$ cat src/rtl/collision_engine_if.sv
// Bus bundle between the game control FSM, the level-map memory and collision_engine.
// The engine takes the slave side; the control/memory side takes the master side.
interface collision_engine_if #(
    parameter int N_ENT = 2
) ();
    logic                 start;
    logic [9*N_ENT-1:0]   x_in;
    logic [8*N_ENT-1:0]   y_in;
    logic [2*N_ENT-1:0]   dir_in;
    logic [N_ENT-1:0]     move_in;
    logic [N_ENT-1:0]     active_in;
    logic [16:0]          map_addr;
    logic                 map_q;
    logic                 busy;
    logic                 done;
    logic [N_ENT-1:0]     map_col;
    logic [N_ENT-1:0]     hit_col;

    modport master (
        output start, x_in, y_in, dir_in, move_in, active_in, map_q,
        input  map_addr, busy, done, map_col, hit_col
    );

    modport slave (
        input  start, x_in, y_in, dir_in, move_in, active_in, map_q,
        output map_addr, busy, done, map_col, hit_col
    );
endinterface

$ cat src/rtl/collision_engine.sv
// Time-multiplexed collision engine: probes two leading corners per entity against the
// level map, then tests player-vs-enemy probe-box overlap, and reports with a done pulse.
module collision_engine #(
    parameter int N_ENT    = 2,
    parameter int STEP     = 16,
    parameter int SIZE     = 16,
    parameter int SCREEN_W = 320,
    parameter int SCREEN_H = 240
) (
    input  logic              clock,
    input  logic              reset,
    collision_engine_if.slave bus
);
    localparam int EW = (N_ENT > 1) ? $clog2(N_ENT) : 1;
    localparam logic [EW-1:0]      LAST   = EW'(N_ENT - 1);
    localparam logic signed [9:0]  STEP_S = 10'(STEP);
    localparam logic signed [11:0] SIZE_S = 12'(SIZE);
    localparam logic signed [11:0] W_LIM  = 12'(SCREEN_W - SIZE);
    localparam logic signed [11:0] H_LIM  = 12'(SCREEN_H - SIZE);

    typedef enum logic [2:0] {
        S_IDLE, S_LATCH, S_MAP_REQ, S_MAP_SAMPLE, S_PAIR, S_DONE
    } state_t;

    typedef enum logic [1:0] {
        DIR_UP = 2'b00, DIR_DOWN = 2'b01, DIR_LEFT = 2'b10, DIR_RIGHT = 2'b11
    } dir_t;

    state_t             state_q, state_d;
    logic [EW-1:0]      ent_q, ent_d;
    logic               probe_q, probe_d;
    logic signed [9:0]  px_q [N_ENT];
    logic signed [9:0]  px_d [N_ENT];
    logic signed [9:0]  py_q [N_ENT];
    logic signed [9:0]  py_d [N_ENT];
    dir_t               dir_q [N_ENT];
    dir_t               dir_d [N_ENT];
    logic [N_ENT-1:0]   move_q, move_d;
    logic [N_ENT-1:0]   act_q, act_d;
    logic [N_ENT-1:0]   map_scr_q, map_scr_d;
    logic [N_ENT-1:0]   hit_scr_q, hit_scr_d;
    logic [N_ENT-1:0]   map_col_q, map_col_d;
    logic [N_ENT-1:0]   hit_col_q, hit_col_d;

    logic signed [11:0] box_x, box_y, corner_x, corner_y;
    logic signed [11:0] dx, dy;
    dir_t               cur_dir;
    logic               oob;
    logic               overlap;

    // Corner of the probe box currently addressed by ent_q/probe_q, and its bounds test.
    always_comb begin
        box_x    = 12'(px_q[ent_q]);
        box_y    = 12'(py_q[ent_q]);
        cur_dir  = dir_q[ent_q];
        corner_x = box_x;
        corner_y = box_y;
        if (cur_dir == DIR_RIGHT || (probe_q && (cur_dir == DIR_UP || cur_dir == DIR_DOWN)))
            corner_x = box_x + (SIZE_S - 12'sd1);
        if (cur_dir == DIR_DOWN || (probe_q && (cur_dir == DIR_LEFT || cur_dir == DIR_RIGHT)))
            corner_y = box_y + (SIZE_S - 12'sd1);
        oob = box_x[11] || box_y[11] || (box_x > W_LIM) || (box_y > H_LIM);

        dx      = 12'(px_q[0]) - box_x;
        dy      = 12'(py_q[0]) - box_y;
        overlap = act_q[0] && act_q[ent_q]
               && (dx > -SIZE_S) && (dx < SIZE_S)
               && (dy > -SIZE_S) && (dy < SIZE_S);
    end

    always_comb begin
        state_d   = state_q;
        ent_d     = ent_q;
        probe_d   = probe_q;
        px_d      = px_q;
        py_d      = py_q;
        dir_d     = dir_q;
        move_d    = move_q;
        act_d     = act_q;
        map_scr_d = map_scr_q;
        hit_scr_d = hit_scr_q;
        map_col_d = map_col_q;
        hit_col_d = hit_col_q;

        unique case (state_q)
            S_IDLE: begin
                if (bus.start) state_d = S_LATCH;
            end
            S_LATCH: begin
                for (int unsigned i = 0; i < N_ENT; i++) begin
                    px_d[i]  = {1'b0, bus.x_in[9*i +: 9]};
                    py_d[i]  = {2'b00, bus.y_in[8*i +: 8]};
                    dir_d[i] = dir_t'(bus.dir_in[2*i +: 2]);
                    if (bus.move_in[i]) begin
                        unique case (dir_d[i])
                            DIR_UP:    py_d[i] = py_d[i] - STEP_S;
                            DIR_DOWN:  py_d[i] = py_d[i] + STEP_S;
                            DIR_LEFT:  px_d[i] = px_d[i] - STEP_S;
                            DIR_RIGHT: px_d[i] = px_d[i] + STEP_S;
                        endcase
                    end
                end
                move_d    = bus.move_in;
                act_d     = bus.active_in;
                map_scr_d = '0;
                hit_scr_d = '0;
                ent_d     = '0;
                probe_d   = 1'b0;
                state_d   = S_MAP_REQ;
            end
            S_MAP_REQ: begin
                state_d = S_MAP_SAMPLE;
            end
            S_MAP_SAMPLE: begin
                if (act_q[ent_q] && move_q[ent_q] && (oob || !bus.map_q))
                    map_scr_d[ent_q] = 1'b1;
                if (!probe_q) begin
                    probe_d = 1'b1;
                    state_d = S_MAP_REQ;
                end else if (ent_q != LAST) begin
                    probe_d = 1'b0;
                    ent_d   = ent_q + 1'b1;
                    state_d = S_MAP_REQ;
                end else begin
                    probe_d = 1'b0;
                    if (N_ENT > 1) begin
                        ent_d   = EW'(1);
                        state_d = S_PAIR;
                    end else begin
                        state_d = S_DONE;
                    end
                end
            end
            S_PAIR: begin
                if (overlap) hit_scr_d[ent_q] = 1'b1;
                if (ent_q == LAST) state_d = S_DONE;
                else               ent_d   = ent_q + 1'b1;
            end
            S_DONE: begin
                ent_d   = '0;
                state_d = S_IDLE;
            end
            default: state_d = S_IDLE;
        endcase

        // Results publish on entry to DONE so they are valid while done is high.
        if (state_d == S_DONE) begin
            map_col_d = map_scr_d;
            hit_col_d = hit_scr_d;
        end
    end

    always_ff @(posedge clock or negedge reset) begin
        if (!reset) begin
            state_q   <= S_IDLE;
            ent_q     <= '0;
            probe_q   <= 1'b0;
            for (int unsigned i = 0; i < N_ENT; i++) begin
                px_q[i]  <= '0;
                py_q[i]  <= '0;
                dir_q[i] <= DIR_UP;
            end
            move_q    <= '0;
            act_q     <= '0;
            map_scr_q <= '0;
            hit_scr_q <= '0;
            map_col_q <= '0;
            hit_col_q <= '0;
        end else begin
            state_q   <= state_d;
            ent_q     <= ent_d;
            probe_q   <= probe_d;
            px_q      <= px_d;
            py_q      <= py_d;
            dir_q     <= dir_d;
            move_q    <= move_d;
            act_q     <= act_d;
            map_scr_q <= map_scr_d;
            hit_scr_q <= hit_scr_d;
            map_col_q <= map_col_d;
            hit_col_q <= hit_col_d;
        end
    end

    always_comb begin
        bus.map_addr = '0;
        if (state_q == S_MAP_REQ && !oob)
            bus.map_addr = 17'(corner_y) * 17'(SCREEN_W) + 17'(corner_x);
    end

    assign bus.busy    = (state_q != S_IDLE);
    assign bus.done    = (state_q == S_DONE);
    assign bus.map_col = map_col_q;
    assign bus.hit_col = hit_col_q;
endmodule

$ cat src/flat_wrapper.sv
// flat-port wrapper written by rule: the top's interface ports become plain ports
module collision_engine_flat 
#(
    parameter int N_ENT    = 2,
    parameter int STEP     = 16,
    parameter int SIZE     = 16,
    parameter int SCREEN_W = 320,
    parameter int SCREEN_H = 240
)
  (clock, reset, bus_start, bus_x_in, bus_y_in, bus_dir_in, bus_move_in, bus_active_in, bus_map_q, bus_map_addr, bus_busy, bus_done, bus_map_col, bus_hit_col);
  collision_engine_if #(.N_ENT(N_ENT)) bus_i ();
  input  logic clock;
  input  logic reset;
  input wire logic [$bits(bus_i.start)-1:0] bus_start;
  input wire logic [$bits(bus_i.x_in)-1:0] bus_x_in;
  input wire logic [$bits(bus_i.y_in)-1:0] bus_y_in;
  input wire logic [$bits(bus_i.dir_in)-1:0] bus_dir_in;
  input wire logic [$bits(bus_i.move_in)-1:0] bus_move_in;
  input wire logic [$bits(bus_i.active_in)-1:0] bus_active_in;
  input wire logic [$bits(bus_i.map_q)-1:0] bus_map_q;
  output wire logic [$bits(bus_i.map_addr)-1:0] bus_map_addr;
  output wire logic [$bits(bus_i.busy)-1:0] bus_busy;
  output wire logic [$bits(bus_i.done)-1:0] bus_done;
  output wire logic [$bits(bus_i.map_col)-1:0] bus_map_col;
  output wire logic [$bits(bus_i.hit_col)-1:0] bus_hit_col;
  assign bus_i.start = bus_start;
  assign bus_i.x_in = bus_x_in;
  assign bus_i.y_in = bus_y_in;
  assign bus_i.dir_in = bus_dir_in;
  assign bus_i.move_in = bus_move_in;
  assign bus_i.active_in = bus_active_in;
  assign bus_i.map_q = bus_map_q;
  assign bus_map_addr = bus_i.map_addr;
  assign bus_busy = bus_i.busy;
  assign bus_done = bus_i.done;
  assign bus_map_col = bus_i.map_col;
  assign bus_hit_col = bus_i.hit_col;
  collision_engine #(.N_ENT(N_ENT), .STEP(STEP), .SIZE(SIZE), .SCREEN_W(SCREEN_W), .SCREEN_H(SCREEN_H)) u_core (.clock(clock), .reset(reset), .bus(bus_i));
endmodule
$ cat config.mk
export PLATFORM = sky130hd
export DESIGN_NAME = collision_engine_flat
export DESIGN_NICKNAME = d
export VERILOG_FILES = /design/src/rtl/collision_engine_if.sv /design/src/rtl/collision_engine.sv /design/src/flat_wrapper.sv
export SDC_FILE = /design/constraint.sdc
export NUM_CORES = 1
export LEC_CHECK = 0
export CAP_MARGIN = 10
export CORE_UTILIZATION = 34
export CTS_BUF_LIST = sky130_fd_sc_hd__clkbuf_4 sky130_fd_sc_hd__clkbuf_8
export CTS_CLUSTER_DIAMETER = 120
export DETAILED_ROUTE_END_ITERATION = 8
export DONT_BUFFER_PORTS = 1
export PLACE_DENSITY_LB_ADDON = 0.2
export SETUP_SLACK_MARGIN = 0.02
export SLEW_MARGIN = 40
export SYNTH_ARGS = -nofsm -noshare
export SYNTH_HDL_FRONTEND = slang
export SYNTH_SLANG_ARGS = --single-unit
export TNS_END_PERCENT = 20
$ cat constraint.sdc
create_clock -name clock -period 6.45 [get_ports clock]
set_input_delay 1.29 -clock clock [delete_from_list [all_inputs] [get_ports clock]]
set_output_delay 1.29 -clock clock [all_outputs]
set_load 0.01 [all_outputs]
---- Word-level counts from Yosys, hierarchy flattened ----
Cells that the tools add are included.
storage, ports and cells
  register bits ........................... 61
  latch bits .............................. 0
  memory bits (writable) .................. 0
  bits in read-only memories .............. 0
  input port bits ......................... 46
  output and inout port bits .............. 23
  logic and storage cells ................. 128
  memories kept ........................... 0
operators by class
  add/subtract/negate cells ............... 14
  $mul .................................... 1
  divide/modulo/power cells ............... 0
  order comparisons ....................... 9
  equality and inequality tests ........... 16
  shift-type cells ........................ 0
  multiplexer cells ....................... 40
  bitwise gates (word level) .............. 3
  reduce and logical (&&, ||, !) cells .... 30
operators with widths
  cell                                                                              number
  10-bit 2-to-1 mux                                                                 10
  10-bit case mux with 2 select lines                                               4
  12-bit by 5-bit greater-than comparator with 1-bit output, second input constant  2
  12-bit by 6-bit less-than comparator with 1-bit output, second input constant     2
  12-bit 2-to-1 mux                                                                 2
  10-bit by 5-bit adder with 11-bit output, second input constant                   2
  10-bit by 10-bit subtractor with 11-bit output                                    2
  9-bit by 5-bit adder with 10-bit output, second input constant                    2
  9-bit by 5-bit subtractor with 10-bit output, second input constant               2
  8-bit by 5-bit adder with 9-bit output, second input constant                     2
  8-bit by 5-bit subtractor with 9-bit output, second input constant                2
  17-bit by 12-bit adder with 17-bit output                                         1
  17-bit 2-to-1 mux                                                                 1
  3-bit case mux with 5 select lines                                                1
  2-bit equality test, second input constant                                        6
  12-bit by 4-bit multiplier with 11-bit output, second input constant              1
  3-bit 2-to-1 mux                                                                  4
  1-bit logical AND                                                                 11
  10-bit greater-than comparator, second input constant                             1
  10-bit by 9-bit greater-than comparator with 1-bit output, second input constant  1
  2-bit 2-to-1 mux                                                                  5
  3-bit equality test, second input constant                                        3
  1-bit logical OR                                                                  8
  1-bit 2-to-1 mux                                                                  8
  21 further kinds                                                                  30

---- Depth between registers and ports, before layout ----
Gate-level depths: netlist of run 1.
  depth in word-level cells ............... 12
  depth in mapped cells ................... 21

---- Worst setup path before layout of run 1 ----
Ideal clock, no wire load.
  kind .................................... register -> output
  start point ............................. register u_core.ent_q
  end point ............................... output port bus_map_addr[16]
  data arrival time ....................... 3.913 ns
  slack ................................... 1.247 ns
  stages on the path, launching flop included .. 21
  path through ............................ dfrtp_1 buf_6 buf_6 buf_4 mux2i_1 ha_1 and4bb_2 a211o_1 inv_1 nand2_1 xor2_1 ha_1 fa_1 a21o_1 a21o_1 a21o_1 a21oi_1 o21a_1 o21ai_0 xor2_1 nor2_1
on the way
  longest elaborated chain between the ends .. 12
ends and longest elaborated chain
  item                                                                                                RTL line                                                                source
  start: declaration                                                                                  collision_engine.sv:30                                                  logic [EW-1:0] ent_q, ent_d;
  start signal: assignment                                                                            collision_engine.sv:171                                                 ent_q <= ent_d;
  1-bit NOT with 2-bit output (implied by the code) *                                                 collision_engine.sv:53, collision_engine.sv:54, collision_engine.sv:55
  parallel branches: the longest is 10 deep, another holds 17-bit by 12-bit adder with 17-bit output  --
  17-bit 2-to-1 mux *                                                                                 collision_engine.sv:187                                                 if (state_q == S_MAP_REQ && !oob)
  end: declaration                                                                                    flat_wrapper.sv:21                                                      output wire logic [$bits(bus_i.map_addr)-1:0] bus_map_addr;
Every way passes the cells marked *. The select of a mux whose other input is x is not followed.

---- Worst setup path after layout of run 1 ----
Same ends and word-level chain as after synthesis.

==> results of run 1 <==
registers in the layout, indices dropped and copies added, names as in the netlist:
| register | count |
|---|---|
| u_core.move_q | 2 |
| u_core.state_q | 3 |
| u_core.dir_q | 4 |
| u_core.px_q | 20 |
| u_core.ent_q | 1 |
| u_core.map_scr_q | 2 |
| u_core.probe_q | 1 |
| u_core.py_q | 20 |
| u_core.hit_scr_q | 2 |
| u_core.act_q | 2 |
| u_core.bus.map_col | 2 |
| u_core.bus.hit_col | 2 |
stage by stage:
step                hold WS [ns]  instances
finish                     0.483        931
global route               0.515        931
CTS                        0.488        931
detailed placement         0.476        915
global placement           0.460        915
floorplan                  0.444        715
cell families (layout without fill, tap and decap cells):
kind of cell | Yosys count | in the layout | share of synthesized area [%]
compound gates | 167 | 167 | 18.6
xor+xnor | 59 | 59 | 9.09
fa+ha+maj | 61 | 61 | 13.8
buf+inv | 61 | 57 | 4.61
flops | 61 | 61 | 26.2
mux | 29 | 29 | 5.68
simple gates | 277 | 277 | 22.1
worst register-to-register path, stage by stage, from the launching register on:
cell	delay, ns
dfrtp_2	0.67
buf_4	0.44
mux2i_2	0.52
ha_1	0.29
inv_1	0.10
a2111oi_0	0.64
mux2i_1	0.26
nand3_1	0.11
or4_1	0.54
a22o_1	0.24
o31ai_2	0.18
area by class of cell:
type / instances / area (um2) / share of cell area [%]
well taps: 220 / 275 / 4.37
clock inverters: 3 / 90.1 / 1.43
clock buffers: 13 / 173 / 2.74
multi-input cells: 593 / 4050 / 64.3
inverters: 34 / 128 / 2.03
flip-flops and latches: 61 / 1530 / 24.3
repair buffers: 7 / 52.6 / 0.834
placed cells by master (no fill, tap or decap), types with 12 or more instances in the layout:
cell type	synthesis	routed
inv_1	34	34
a21o_1	16	16
nand3_1	18	18
nor2_1	51	50
xor2_1	23	23
xnor2_1	35	35
o21ai_0	46	46
nand2_1	127	127
dfrtp_1	61	60
a21oi_1	45	45
mux2i_1	19	18
clkbuf_8	0	12
nor3_1	18	18
nor2b_1	15	15
ha_1	55	55
final timing paths:
kind                                               start                             to  slack (ns)  cells after the start
max reg2reg                     u_core.ent_q$_DFFE_PN0P_  u_core.hit_scr_q[1]$_DFF_PN0_        2.38                     10
max in group asynchronous                          reset       u_core.ent_q$_DFFE_PN0P_        5.69                      0
min reg2reg                u_core.hit_scr_q[1]$_DFF_PN0_  u_core.hit_scr_q[1]$_DFF_PN0_        0.48                      2
min in group asynchronous                          reset    u_core.py_q[10]$_DFFE_PN0P_        0.63                      0
max                             u_core.ent_q$_DFFE_PN0P_               bus_map_addr[16]        0.38                     16
min                        u_core.hit_scr_q[1]$_DFF_PN0_  u_core.hit_scr_q[1]$_DFF_PN0_        0.48                      2
metal layers:
layer / global-route usage, % / part of all wire (%) / wire length (um)
met1: 24.1 / 49 / 7360
met5: 0 / 0 / 0
met4: 4.73 / 1.2 / 184
met2: 27.9 / 44 / 6560
met3: 3.72 / 5.8 / 864
==> results by group, run 1 <==
Setup path
  • Arr. time, crit path: 4.78 ns
  • Worst Setup Path Type: flop to primary output
  • Slowest cell on the critical path: dfrtp_2
  • Endpoint type of the worst setup path: primary output
  • Cell family with most CP delay: adder cells
  • Slowest Stage Delay on Critical Path: 0.67 ns
  • WP data required: 5.16 ns
  • Crit-path max FO: 17
  • Buf/Inv on CP: 0
  • CP Launch Type: flop
  • Crit-path cells: mux2i_2, ha_1, a21oi_1, ha_1, ha_1, fa_1, a21o_1, a21oi_1, o21bai_1, a21oi_1, xnor2_1, ha_1, a21oi_1, o21ai_0, xor2_1, nor2_1

Floorplan
  • Initial Utilization: 34.9%
  • Core Area: 16700 um2
  • Die height: 133 um
  • I/O Pins: 69
  • Die width: 133 um
  • Die Area: 17700 um2
  • Row count: 47

STA
  • Final count of hold timing violations: 0
  • Setup TNS: 0 ns
  • Post-route worst setup slack: 0.376 ns
  • RSZ-0062 raised after global routing: no
  • Period utilisation layout: 94.2%
  • Slew of the pin with the lowest slew margin: 0.679 ns
  • Minimum clock period: 6.07 ns
  • Fmax: 165 MHz
  • Max Transition Viols Final: 0
  • Final setup vio count: 0
  • Clock Skew: 0.00809 ns
  • Slew headroom: 53.6%

Final layout
  • Core Util, Final: 37.7%
  • Final Cell Area: 6300 um2
  • Final Net Count: 813
  • Number of diodes: 0
  • Share of cells above drive strength 1: 6.61%
  • Area Growth Syn to Fin: 7.93%
  • Fillers: 1750

Clock tree
  • TritonCTS Buffers: 9
  • Clk sinks: 61
  • Number of post-CTS setup repair buffers: 0
  • Worst-Skew Late Latency: 0.35 ns
  • H-tree Lvls: 3
  • Root buffer cell: clkbuf_8
  • Longest Clk Path Bufs: 2
  • CTS tree: yes
  • Number of gates resized after cts: 0
  • Clk slew on worst S/H paths: 0.07 ns
  • Hold-fix buffers, CTS: 0

Routing
  • Pre-antenna DRT Iters: 4
  • WL/cell: 16.1 um
  • Remaining DRCs: 0
  • Initial drt markers: 297
  • Via count: 4920
  • Total wire length: 15.0 mm
  • Via/cell ratio: 5.28
  • Post-DRT Antenna Nets: 0

Placement
  • PortBufs: 0
  • Place WS: 0.626 ns
  • DPL Wire Length: 11.9 mm
  • DP Area: 6030 um2
  • Gpl congestion: 0.892

Synth
  • Post-synth top area share: 26.2%
  • Synth Area per Inst: 8.16 um2
  • Post-synth net total: 822
  • Seq/Total Area, Yosys: 26.2%
  • Mapped Area: 5840 um2
  • Commonest cells in the netlist: 127 x nand2_1, 61 x dfrtp_1, 55 x ha_1, 51 x nor2_1, 46 x o21ai_0
  • Synth Warn #: 0
  • #FFs+latches synth: 61
  • Synth cell types: 69
  • Top cells by area in the synthesized netlist: dfrtp_1 26%, ha_1 12%, nand2_1 8.2%, xnor2_1 5.3%, o21ai_0 3.9%
  • EDFF count, synth: 0
  • Main synth FF type: dfrtp_1
  • Synth area leader: dfrtp_1
  • Most numerous cell in the Yosys netlist: nand2_1
  • Synthesized instance count: 715
  • Async SR Flop Fraction: 100%

Global route
  • Largest net degree at the start of global routing: 62
  • Vias in the first global route: 4870
  • Initial antenna violation count: 0
  • First-pass GRT wire length: 24.6 mm
  • GRT Util Overall: 17.6%
  • Remaining Overflow, GRT: 0

Job
  • Max cap viols: 0

Outcome
  • Status: completed

Worst hold path
  • Hold Crit Class: flop to flop
Power of run 1 is not shown: default switching activity piles up to over one toggle a cycle in this logic, so the estimate is an artifact.
==> run 2, diff against run 1 <==
CTS_BUF_LIST = not set   (was sky130_fd_sc_hd__clkbuf_4 sky130_fd_sc_hd__clkbuf_8)
SLEW_MARGIN = 10   (was 40)
TNS_END_PERCENT = 50   (was 20)
==> run 2 against run 1 <==
Net effect:
- sequential share of layout area decreased by 0.35 points
- clock skew down 0.0030 ns
- clock-buffer cell count stayed put
- worst setup slack better by 0.032 ns
- first-iteration DRC count fell by 5.4%
==> results by group, run 2 (synthesis results as in run 1) <==
Outcome
  • Status: completed

STA
  • Final setup vio count: 0 (unchanged)
  • Max Transition Viols Final: 0 (unchanged)
  • Period utilisation layout: 93.7% (-0.49 points)
  • Slew headroom: 41.5% (-12 points)
  • Fmax: 166 MHz (+0.53%)
  • Clock Skew: 0.00512 ns (-0.00296 ns)
  • RSZ-0062 raised after global routing: no
  • Slew of the pin with the lowest slew margin: 0.873 ns (+0.194 ns)
  • Setup TNS: 0 ns (unchanged)
  • Minimum clock period: 6.04 ns (-0.0319 ns)
  • Final count of hold timing violations: 0 (unchanged)

Clock tree
  • Hold-fix buffers, CTS: 0 (unchanged)
  • H-tree Lvls: 3 (unchanged)
  • Worst-Skew Late Latency: 0.33 ns (-0.02 ns)
  • Number of post-CTS setup repair buffers: 0 (unchanged)
  • Clk slew on worst S/H paths: 0.05 ns (-0.02 ns)
  • Longest Clk Path Bufs: 2 (unchanged)
  • CTS tree: yes
  • TritonCTS Buffers: 9 (unchanged)
  • Root buffer cell: clkbuf_16
  • Clk sinks: 61 (unchanged)
  • Number of gates resized after cts: 0 (unchanged)

Placement
  • PortBufs: 0 (unchanged)
  • DP Area: 6030 um2 (unchanged)
  • DPL Wire Length: 11.9 mm (unchanged)
  • Gpl congestion: 0.892 (unchanged)

Setup path
  • Crit-path cells: mux2i_2, ha_1, a21oi_1, ha_1, ha_1, fa_1, a21o_1, a21oi_1, o21bai_1, a21oi_1, xnor2_1, ha_1, a21oi_1, o21ai_0, xor2_1, nor2_1
  • CP Launch Type: flop
  • Slowest Stage Delay on Critical Path: 0.66 ns (about the same)
  • WP data required: 5.16 ns (about the same)
  • RR Startpoint: u_core.ent_q$_DFFE_PN0P_
  • Endpoint type of the worst setup path: primary output
  • Slowest cell on the critical path: dfrtp_2
  • Buf/Inv on CP: 0 (unchanged)
  • Worst Setup Path Type: flop to primary output
  • Arr. time, crit path: 4.75 ns (-0.03 ns)
  • Cell family with most CP delay: adder cells
  • Crit-path max FO: 17 (unchanged)
  • Worst Setup SP: u_core.ent_q$_DFFE_PN0P_

Routing
  • Post-DRT Antenna Nets: 0 (unchanged)
  • Via/cell ratio: 5.27 (-0.18%)
  • Total wire length: 15.0 mm (+0.32%)
  • Via count: 4911 (-0.18%)
  • Pre-antenna DRT Iters: 5 (+1)
  • Remaining DRCs: 0 (unchanged)
  • Initial drt markers: 281 (-5.4%)
  • WL/cell: 16.1 um (+0.32%)

Final layout
  • Share of cells above drive strength 1: 6.33% (-0.28 points)
  • Final Net Count: 813 (unchanged)
  • Number of diodes: 0 (unchanged)
  • Most frequent cells in the layout: 127 x nand2_1, 60 x dfrtp_1, 55 x ha_1
  • Area Growth Syn to Fin: 9.50%
  • Top flop regs: u_core.px_q x20, u_core.py_q x20, u_core.dir_q x4
  • Commonest non-fill, non-tap cell in the layout: nand2_1
  • Core Util, Final: 38.3% (+0.55 points)
  • Final Cell Area: 6390 um2 (+1.4%)
  • Fillers: 1742 (-0.46%)

Floorplan
  • I/O Pins: 69 (unchanged)
  • Core Area: 16700 um2 (unchanged)
  • Initial Utilization: 34.9% (unchanged)
  • Row count: 47 (unchanged)
  • Die Area: 17700 um2 (unchanged)
  • Die height: 133 um (unchanged)
  • Die width: 133 um (unchanged)

Worst hold path
  • Hold_sp: u_core.hit_scr_q[1]$_DFF_PN0_
  • Hold Crit Class: flop to flop

Job
  • Max cap viols: 0 (unchanged)

Global route
  • Vias in the first global route: 4867 (-0.062%)
  • Initial antenna violation count: 0 (unchanged)
  • Largest net degree at the start of global routing: 62 (unchanged)
  • Remaining Overflow, GRT: 0 (unchanged)
  • GRT Util Overall: 17.6% (unchanged)
  • First-pass GRT wire length: 24.6 mm (about the same)
[run 2: changes by cell type in the layout (fill, tap and decap cells not counted)]
cell,delta
a31oi_1,+1
clkbuf_1,+1
clkbuf_4,-1
clkbuf_16,+9
clkbuf_8,-9
a31oi_2,-1
[run 2: worst register-to-register path, stage by stage (launching register included)]
cell and delay (ns):
dfrtp_2 0.66, buf_4 0.43, mux2i_2 0.54, ha_1 0.29, inv_1 0.10, a2111oi_0 0.65
mux2i_1 0.26, nand3_1 0.11, or4_1 0.54, a22o_1 0.24, o31ai_2 0.19
[run 2: final cells by class]
cell class	instances	area [um2]	share of cell area [%]
Clock buffer	13	270	4.23
Clock inverter	3	90.1	1.41
Inverter	34	128	2.00
Multi-Input combinational cell	593	4050	63.3
Sequential cell	61	1530	23.9
Tap cell	220	275	4.31
Timing Repair Buffer	7	52.6	0.822
[run 2: metrics by stage]
stage	std cells	setup slack, ns	hold WS [ns]
global placement	915	0.776	0.460
finish	931	0.408	0.481
CTS	931	0.253	0.484
detailed placement	915	0.626	0.476
global route	931	0.113	0.510
floorplan	715	1.25	0.444
[run 2: layer usage]
layer	part of all wire [%]	up-vias	track usage [%]	routed length, um
met5	0	-	0	0
met3	5.5	10	3.37	833
met4	1.3	0	5.11	201
met1	49	2295	24.0	7360
met2	44	101	28.0	6620
li1	-	2505	-	-
[run 2: final timing paths]
check | endpoint | slack [ns] | cells past startpoint
max | bus_map_addr[16] | 0.41 | 16
min | u_core.hit_scr_q[1]$_DFF_PN0_ | 0.48 | 2
max reg2reg | u_core.hit_scr_q[1]$_DFF_PN0_ | 2.34 | 10
min reg2reg | u_core.hit_scr_q[1]$_DFF_PN0_ | 0.48 | 2
max in group asynchronous | u_core.ent_q$_DFFE_PN0P_ | 5.67 | 0
min in group asynchronous | u_core.py_q[11]$_DFFE_PN0P_ | 0.65 | 0
Power of run 2 is left out for the same reason.
==> run 3, diff against run 2 <==
CAP_MARGIN = 25   (was 10)
CORE_UTILIZATION = 35   (was 34)
clock period = 6 ns   (was 6.45 ns; I/O delays follow)
==> run 3 against run 2 <==
Net effect:
- critical path type unchanged
- critical path depth up 1
- first-iteration DRC count decreased by 6.8%
- clock skew shrank 0.0028 ns
- largest cell class unchanged
==> results by group, run 3 (synthesis results as in run 1) <==
STA
  • Slew of the pin with the lowest slew margin: 0.872 ns (-0.00116 ns)
  • Fmax: 174 MHz
  • Clock Skew: 0.00229 ns (-0.00283 ns)
  • Slew headroom: 41.6% (+0.077 points)
  • Setup TNS: 0 ns (unchanged)
  • RSZ-0062 raised after global routing: yes
  • Max Transition Viols Final: 0 (unchanged)
  • Final count of hold timing violations: 0 (unchanged)
  • Period utilisation layout: 95.7%
  • Post-route worst setup slack: 0.261 ns (-0.147 ns)
  • Minimum clock period: 5.74 ns
  • Final setup vio count: 0 (unchanged)

Worst hold path
  • Hold Crit Class: flop to flop

Clock tree
  • CTS tree: yes
  • Longest Clk Path Bufs: 2 (unchanged)
  • Clk slew on worst S/H paths: 0.05 ns (about the same)
  • TritonCTS Buffers: 9 (unchanged)
  • Worst-Skew Late Latency: 0.33 ns (about the same)
  • Hold-fix buffers, CTS: 0 (unchanged)
  • Root buffer cell: clkbuf_16
  • H-tree Lvls: 3 (unchanged)
  • Clk sinks: 61 (unchanged)

Global route
  • First-pass GRT wire length: 24.2 mm (-1.8%)
  • Vias in the first global route: 4781 (-1.8%)
  • Largest net degree at the start of global routing: 62 (unchanged)
  • GRT Util Overall: 17.5% (-0.049 points)
  • Remaining Overflow, GRT: 0 (unchanged)
  • Initial antenna violation count: 0 (unchanged)

Final layout
  • Area Growth Syn to Fin: 10.3%
  • Share of cells above drive strength 1: 7.39% (+1.1 points)
  • Commonest non-fill, non-tap cell in the layout: nand2_1
  • Top flop regs: u_core.px_q x20, u_core.py_q x20, u_core.dir_q x4
  • Final Net Count: 819 (+0.74%)
  • Most frequent cells in the layout: 127 x nand2_1, 60 x dfrtp_1, 55 x ha_1
  • Final Cell Area: 6440 um2 (+0.70%)
  • Number of diodes: 0 (unchanged)
  • Core Util, Final: 40.1% (+1.8 points)

Placement
  • Place WS: 0.475 ns (-0.150 ns)
  • DPL Wire Length: 11.7 mm (-1.7%)
  • DP Area: 6060 um2 (+0.50%)
  • PortBufs: 0 (unchanged)
  • Gpl congestion: 0.876 (-1.8%)

Floorplan
  • Die width: 131 um (-1.4%)
  • I/O Pins: 69 (unchanged)
  • Initial Utilization: 36.3% (+1.4 points)
  • Die height: 131 um (-1.4%)
  • Die Area: 17200 um2 (-2.8%)
  • Core Area: 16100 um2 (-3.9%)
  • Row count: 46 (-2.1%)

Routing
  • Via/cell ratio: 5.28 (about the same)
  • Initial drt markers: 262 (-6.8%)
  • Remaining DRCs: 0 (unchanged)
  • Via count: 4923 (+0.24%)
  • Pre-antenna DRT Iters: 5 (unchanged)
  • WL/cell: 15.5 um (-3.6%)
  • Total wire length: 14.5 mm (-3.4%)
  • Post-DRT Antenna Nets: 0 (unchanged)

Setup path
  • Flop2flop setup slack: 2.32 ns (-0.02 ns)
  • Worst Setup Path Type: flop to primary output
  • WP data required: 4.80 ns (-0.36 ns)
  • Endpoint type of the worst setup path: primary output
  • Crit-path max FO: 12 (-5)
  • CP Launch Type: flop
  • Arr. time, crit path: 4.54 ns (-0.21 ns)

Outcome
  • Status: completed

Job
  • Max cap viols: 0 (unchanged)
==> run 3: through the flow <==
| step | std cells | hold WS (ns) |
|---|---|---|
| floorplan | 715 | 0.444 |
| global placement | 913 | 0.464 |
| detailed placement | 914 | 0.468 |
| CTS | 930 | 0.481 |
| global route | 933 | 0.505 |
| finish | 933 | 0.479 |
==> run 3: path summary, 6_finish.rpt <==
kind / startpoint / cells after the start / endpoint
max in group asynchronous: reset / 0 / u_core.ent_q$_DFFE_PN0P_
worst min register to register: u_core.hit_scr_q[1]$_DFF_PN0_ / 2 / u_core.hit_scr_q[1]$_DFF_PN0_
worst max register to register: u_core.ent_q$_DFFE_PN0P_ / 10 / u_core.bus.hit_col[1]$_DFFE_PN0N_
min in group asynchronous: reset / 0 / u_core.py_q[1]$_DFFE_PN0P_
worst max-delay path: u_core.ent_q$_DFFE_PN0P_ / 17 / bus_map_addr[16]
worst min-delay path: u_core.hit_scr_q[1]$_DFF_PN0_ / 2 / u_core.hit_scr_q[1]$_DFF_PN0_
==> run 3: per-layer routing <==
metal,share of wire [%],wire (um),vias to the layer above,track usage [%]
li1,-,-,2517,-
met1,49,7130,2297,23.7
met2,45,6500,98,28.1
met3,4.6,670,11,3.36
met4,1.3,195,0,5.42
met5,0,0,-,0
==> run 3: area by class of cell <==
class,count,area (um2)
clock buffers,12,256
clock inverters,4,70.1
fillers,1623,9620
inverters,34,128
multi-input cells,593,4070
flip-flops and latches,61,1530
well taps,216,270
repair buffers,13,110
==> run 3: what timing repair did <==
action	4_1_cts	5_1_grt
hold endpoints to repair	0	0
setup endpoints to repair	0	2
gates resized for setup	0	5
buffers inserted	0	3
==> run 3: worst max-delay path: stages (launching register included) <==
cell and delay, ns:
dfrtp_4 0.57, inv_1 0.22, mux2i_4 0.36, nand4_1 0.18
xor2_2 0.19, ha_1 0.30, ha_1 0.23, fa_1 0.41
a21o_1 0.18, a21oi_1 0.22, o21bai_1 0.09, a21oi_1 0.18
xnor2_1 0.15, ha_1 0.29, a21oi_1 0.15, o21ai_0 0.12
xor2_1 0.16, nor2_1 0.20
Power of run 3 is left out for the same reason.
